File: src/rtl/dot_result_collector.sv
// rtl/dot_result_collector.sv - tags adder-tree row sums with their index and buffers them for a valid/ready stream
// Optional feature macro: COLLECTOR_MAXABS_EN (adds max_abs running magnitude output)
module dot_result_collector #(
    parameter int DEPTH = 16,
    parameter int NROWS = 256,
    parameter int IW    = (NROWS > 1) ? $clog2(NROWS) : 1
) (
    input  logic          clk,
    input  logic          rst_n,
    input  logic          frame_start,
    input  logic          sum_valid,
    input  logic [31:0]   sum_in,
    output logic          out_valid,
    input  logic          out_ready,
    output logic [31:0]   out_data,
    output logic [IW-1:0] out_index,
    output logic          out_last,
    output logic          frame_done,
    output logic          busy,
    output logic          overflow,
    output logic          err_unexpected
`ifdef COLLECTOR_MAXABS_EN
    ,
    output logic [31:0]   max_abs
`endif
);

    localparam int AW = $clog2(DEPTH);
    localparam int EW = IW + 33;

    localparam logic [1:0] S_IDLE    = 2'd0;
    localparam logic [1:0] S_COLLECT = 2'd1;
    localparam logic [1:0] S_DRAIN   = 2'd2;

    logic [1:0]    state;
    logic [IW-1:0] row_cnt;
    logic [AW:0]   wr_ptr;
    logic [AW:0]   rd_ptr;
    logic [AW:0]   rd_next;
    logic [EW-1:0] mem [DEPTH];
    logic [EW-1:0] head;
    logic          last_dropped;
    logic          empty;
    logic          full;
    logic          pop;
    logic          push_req;
    logic          push_ok;
    logic          drop;
    logic          is_last_row;
    logic          drain_done;

    assign empty   = (wr_ptr == rd_ptr);
    assign full    = (wr_ptr[AW] != rd_ptr[AW]) && (wr_ptr[AW-1:0] == rd_ptr[AW-1:0]);
    assign rd_next = rd_ptr + 1'b1;
    assign head    = mem[rd_ptr[AW-1:0]];

    // Head fields are forced to zero while empty so reset clears them without resetting the array
    assign out_valid = !empty;
    assign out_data  = empty ? 32'd0 : head[31:0];
    assign out_last  = empty ? 1'b0 : head[32];
    assign out_index = empty ? '0 : head[EW-1:33];
    assign busy      = (state != S_IDLE);

    assign pop         = out_valid && out_ready;
    assign is_last_row = (row_cnt == IW'(NROWS - 1));
    assign push_req    = (state == S_COLLECT) && sum_valid && !frame_start;
    assign push_ok     = push_req && (!full || pop);
    assign drop        = push_req && full && !pop;

    // A dropped last row leaves no out_last entry, so the frame ends when the FIFO runs dry
    assign drain_done = (state == S_DRAIN) && !frame_start &&
                        ((pop && out_last) ||
                         (last_dropped && (empty || (pop && rd_next == wr_ptr))));

    always_ff @(posedge clk) begin
        if (push_ok) begin
            mem[wr_ptr[AW-1:0]] <= {row_cnt, is_last_row, sum_in};
        end
    end

    always_ff @(posedge clk or negedge rst_n) begin
        if (!rst_n) begin
            state          <= S_IDLE;
            row_cnt        <= '0;
            wr_ptr         <= '0;
            rd_ptr         <= '0;
            last_dropped   <= 1'b0;
            frame_done     <= 1'b0;
            overflow       <= 1'b0;
            err_unexpected <= 1'b0;
        end else begin
            frame_done <= drain_done;
            if (frame_start) begin
                state          <= S_COLLECT;
                row_cnt        <= '0;
                wr_ptr         <= '0;
                rd_ptr         <= '0;
                last_dropped   <= 1'b0;
                overflow       <= 1'b0;
                err_unexpected <= 1'b0;
            end else begin
                if (push_ok) begin
                    wr_ptr <= wr_ptr + 1'b1;
                end
                if (pop) begin
                    rd_ptr <= rd_next;
                end
                if (sum_valid && state != S_COLLECT) begin
                    err_unexpected <= 1'b1;
                end
                if (push_req) begin
                    row_cnt <= row_cnt + 1'b1;
                    if (drop) begin
                        overflow <= 1'b1;
                    end
                    if (is_last_row) begin
                        last_dropped <= drop;
                        state        <= S_DRAIN;
                    end
                end
                if (drain_done) begin
                    state <= S_IDLE;
                end
            end
        end
    end

`ifdef COLLECTOR_MAXABS_EN
    logic [31:0] mag;
    assign mag = {1'b0, sum_in[30:0]};

    always_ff @(posedge clk or negedge rst_n) begin
        if (!rst_n) begin
            max_abs <= 32'd0;
        end else if (frame_start) begin
            max_abs <= 32'd0;
        end else if (push_ok && mag > max_abs) begin
            max_abs <= mag;
        end
    end
`endif

endmodule

File: config.mk
export PLATFORM = sky130hd
export DESIGN_NAME = dot_result_collector
export DESIGN_NICKNAME = d
export VERILOG_FILES = /design/src/rtl/dot_result_collector.sv
export SDC_FILE = /design/constraint.sdc
export NUM_CORES = 1
export LEC_CHECK = 0
export CAP_MARGIN = 20
export CORE_UTILIZATION = 55
export DETAILED_ROUTE_END_ITERATION = 12
export PLACE_DENSITY = 0.76
export SYNTH_ARGS = -nofsm -noshare
export SYNTH_HDL_FRONTEND = slang
export SYNTH_SLANG_ARGS = --single-unit
export TNS_END_PERCENT = 5
File: constraint.sdc
create_clock -name clk -period 4.7 [get_ports clk]
set_clock_uncertainty 0.1 [all_clocks]
set_input_delay 0.94 -clock clk [delete_from_list [all_inputs] [get_ports clk]]
set_output_delay 0.94 -clock clk [all_outputs]
set_load 0.1 [all_outputs]
==> metrics.log <==
INFO  metric mostFrequentLayoutCells = 656 x sky130_fd_sc_hd__edfxtp_1, 186 x sky130_fd_sc_hd__mux4_2, 69 x sky130_fd_sc_hd__clkbuf_16
INFO  metric rows = 79
INFO  metric worst-endpoint-required = 3.66 ns
INFO  metric synth_fp_nets = 1,154
INFO  metric wl_met3 = 4171 um
INFO  metric synth_enable_flop_cells = 656
INFO  metric startpoint_of_the_lowest_slack_register_to_register_path = rd_ptr[1]
INFO  metric fin_nets = 1,290
INFO  metric cts.root.buffer_cell = sky130_fd_sc_hd__clkbuf_16
INFO  metric async_reset_ff_share = 3.529%
INFO  metric clk_pin_slew_worst_paths = 0.06 ns
INFO  metric effective_utilization_at_floorplan = 56.32%
INFO  metric crit_path_max_incr_delay = 0.62 ns
INFO  metric ctsHtreeMaxLevel = 3
INFO  metric critPathKind = reg2out
INFO  metric outcome = complete, no violations
INFO  metric layout_commonest_cell = sky130_fd_sc_hd__edfxtp_1
INFO  metric worst_min_delay_path_endpoint = overflow
INFO  metric drt_pass_1_iters = 5
INFO  metric synthesized_area_fraction_occupied_by_ao_oa_aoi_and_oai_cells = 0.5347%
INFO  metric synthFlopType = sky130_fd_sc_hd__edfxtp_1
INFO  metric synth_top_family_by_area = multiplexers
INFO  metric timing_hold_violations_final = 0
INFO  metric tightestPinTransition = 1.012 ns
INFO  metric die_x = 221.3 um
INFO  metric fin_worst_hold_slack = 0.4265 ns
INFO  metric path_cells = buf_12 > mux4_2 > mux4_2 > and2_1 > buf_12
INFO  metric final.setup.tns = 0 ns
INFO  metric routabilityCongestion = 0.7674
INFO  metric dr_wl_met2 = 29,960 um
INFO  metric max-slew-margin-rel = 32.25%
INFO  metric fin_total_pwr = 14.50 mW
INFO  metric worst_path_arrival_time = 3.29 ns
INFO  metric hold_class = reg2reg
INFO  metric r2r-end = mem[14][29]
INFO  metric areaGrowthSynthToFinish = 16.17%
INFO  metric rsz0062_at_grt = no
INFO  metric synth.ff_latch_count = 680
INFO  metric post_route_insts_no_fill = 1,906
INFO  metric top_area_cells_in_the_synthesized_netlist = sky130_fd_sc_hd__edfxtp_1 74%, sky130_fd_sc_hd__mux4_2 16%, sky130_fd_sc_hd__dfrtp_1 2.3%, sky130_fd_sc_hd__mux4_1 1.8%, sky130_fd_sc_hd__and2_1 0.99%
INFO  metric synth_area_leader_cell = sky130_fd_sc_hd__edfxtp_1
INFO  metric first_global_vias = 12.86k
INFO  metric port-buffer-count = 82
INFO  metric antenna_found_initial = 2
INFO  metric synthesis.area = 26,440 um2
INFO  metric route.antenna.remaining_nets = 0
INFO  metric cts.hold.buffers_added = 0
INFO  metric fp.coreArea = 46,950 um2
INFO  metric dieArea = 48,960 um2
INFO  metric p_per_area = 472.1 nW/um2
INFO  metric power.leakage = 9.605 nW
INFO  metric grt_pass1_wl = 84,550 um
INFO  metric vias_per_cell = 6.384
INFO  metric slew_viol_final = 0
INFO  metric crit_slowest_cell = sky130_fd_sc_hd__mux4_2
INFO  metric count_of_cell_types_in_the_netlist = 36
INFO  metric maxClockFrequency = 231.0 MHz
INFO  metric numCtsBuffers = 68
INFO  metric clock_tree.buffer_depth = 3
INFO  metric post_cts_resized = 0
INFO  metric drt_drc_violations_left = 0
INFO  metric finalWirelength = 57,250 um
INFO  metric critical_path.startpoint_type = register
INFO  metric placed_cells = 1,784
INFO  metric netlist.area_leader.share = 74.50%
INFO  metric top_layer_used = met4
INFO  metric detail_route.wl_per_cell = 30.04 um
INFO  metric final_critical_path_setup_slack = 0.3701 ns
INFO  metric simple_gate_fraction_of_synth_area = 2.361%
INFO  metric floorplan.io_pins = 83
INFO  metric crit_fanout = 69
INFO  metric grt_start_max_net_pins = 78
INFO  metric clk_latency = 0.59 ns
INFO  metric synthXorXnorAreaFrac = 0.6624%
INFO  metric hp-start = overflow
INFO  metric postCtsSetupBuffers = 0
INFO  metric cts_tree = yes
INFO  metric worst_hold_path_depth = 2
INFO  metric yosys_warnings = 0
INFO  metric synth.avg_cell_area = 23.80 um2
INFO  metric power.ir.vdd_worst = 0.2818 mV
INFO  metric synth-adder-area-share = 0.2839%
INFO  metric final_period_minus_worst_setup_slack = 4.330 ns
INFO  metric dp_hpwl = 28,200 um
INFO  metric post-place-ws = 0.9106 ns
INFO  metric first_iter_violations = 1,394
INFO  metric route.vias.total = 12.17k
INFO  metric die_h = 221.3 um
INFO  metric synth_cells = 1,111
INFO  metric detail_route.wirelength.met1 = 21,530 um
INFO  metric finalSetupViolCount = 0
INFO  metric reported_max_cap_violation_count = 0
INFO  metric grt.total_usage = 24.21%
INFO  metric clock-sinks = 680
INFO  metric nature_of_the_critical_path_endpoint = output port
INFO  metric min_period_over_period = 92.13%
INFO  metric grt_remaining_overflow = 0
INFO  metric synth_mux_area_share = 17.82%
INFO  metric timing.reg2reg.worst_path_depth = 7
INFO  metric final_layout_size_suffix_gt1_share = 29.43%
INFO  metric worst-r2r-setup-slack = 1.56 ns
INFO  metric synth_sequential_area_ratio = 76.77%
## metal layers
| layer | up-vias | global-route usage, % |
|---|---|---|
| li1 | 5007 | - |
| met4 | 0 | 9.136 |
| met5 | - | 0 |
| met2 | 579 | 41.20 |
| met1 | 6478 | 31.67 |
| met3 | 104 | 4.010 |
## report_power, final
| group | leakage (nW) | internal [mW] | switching, mW |
|---|---|---|---|
| clock network | 1.03 | 3.04 | 2.20 |
| registers | 6.23 | 6.68 | 0.0472 |
| logic | 2.34 | 1.05 | 1.49 |
| total | 9.60 | 10.8 | 3.74 |
## worst max-delay path: cells and delay by family, from the launching register on
| kind | cells | cell delay (ns) |
|---|---|---|
| mux | 2 | 1.13 |
| buf+inv | 2 | 0.65 |
| flops | 1 | 0.58 |
| simple gates | 1 | 0.26 |
## cell families after synthesis
group	after synthesis
DFF	680
muxes	209
and+or+nand+nor	111
buffers and inverters	62
AOI/OAI and AO/OA	23
xor gates and xnor gates	20
adders and majority gates	6
## stage by stage
| step | area (um2) | util (%) |
|---|---|---|
| after floorplan | 26450 | - |
| after global placement | 28580 | 60.87 |
| after detailed placement | 28580 | 60.87 |
| after CTS | 30720 | 65.42 |
| after global routing | 30720 | 65.42 |
| final | 30720 | 65.43 |
## registers in the layout, summed over array words and instances, names as in the netlist
| name | cells |
|---|---|
| mem | 656 |
| row_cnt | 8 |
| rd_ptr | 5 |
| wr_ptr | 5 |
| state | 2 |
| err_unexpected | 1 |
| frame_done | 1 |
| last_dropped | 1 |
| overflow | 1 |
## how the worst max path moves through the flow
stage,slack [ns],startpoint,cells past startpoint,endpoint
after detailed placement,0.91,sum_valid,6,mem[3][17]
final,0.37,rd_ptr[0],5,out_index[3]
after floorplan,0.80,sum_valid,4,mem[7][0]
after global routing,0.22,rd_ptr[0],5,out_data[10]
after CTS,0.28,rd_ptr[0],5,out_index[3]
after global placement,0.94,sum_valid,6,mem[3][19]
## Yosys cell counts (2+ instances only)
master and number:
sky130_fd_sc_hd__buf_8 2, sky130_fd_sc_hd__nand4_1 2, sky130_fd_sc_hd__mux4_2 186, sky130_fd_sc_hd__edfxtp_1 656, sky130_fd_sc_hd__ha_1 6, sky130_fd_sc_hd__dfrtp_1 24
sky130_fd_sc_hd__buf_12 4, sky130_fd_sc_hd__clkbuf_1 21, sky130_fd_sc_hd__mux2i_1 5, sky130_fd_sc_hd__xor2_1 13, sky130_fd_sc_hd__or3_1 4, sky130_fd_sc_hd__a21oi_1 7
sky130_fd_sc_hd__inv_1 6, sky130_fd_sc_hd__buf_2 10, sky130_fd_sc_hd__o21ai_0 6, sky130_fd_sc_hd__and2_1 42, sky130_fd_sc_hd__buf_6 11, sky130_fd_sc_hd__nor3_1 3
sky130_fd_sc_hd__nor2b_1 3, sky130_fd_sc_hd__buf_1 8, sky130_fd_sc_hd__xnor2_1 7, sky130_fd_sc_hd__mux4_1 18, sky130_fd_sc_hd__nor2_1 21, sky130_fd_sc_hd__nor3b_1 2
sky130_fd_sc_hd__nand2_1 10, sky130_fd_sc_hd__and3_1 18, sky130_fd_sc_hd__o211ai_1 7
## final cells by class
type | instances | area [um2]
Timing Repair Buffer | 122 | 1717
Inverter | 6 | 22.52
Tap cell | 607 | 759.5
Clock buffer | 84 | 1783
Antenna cell | 1 | 2.502
Fill cell | 2847 | 16230
Clock inverter | 37 | 351.6
Multi-Input combinational cell | 369 | 5771
Sequential cell | 680 | 20310
(Power assumes the default switching activity.)
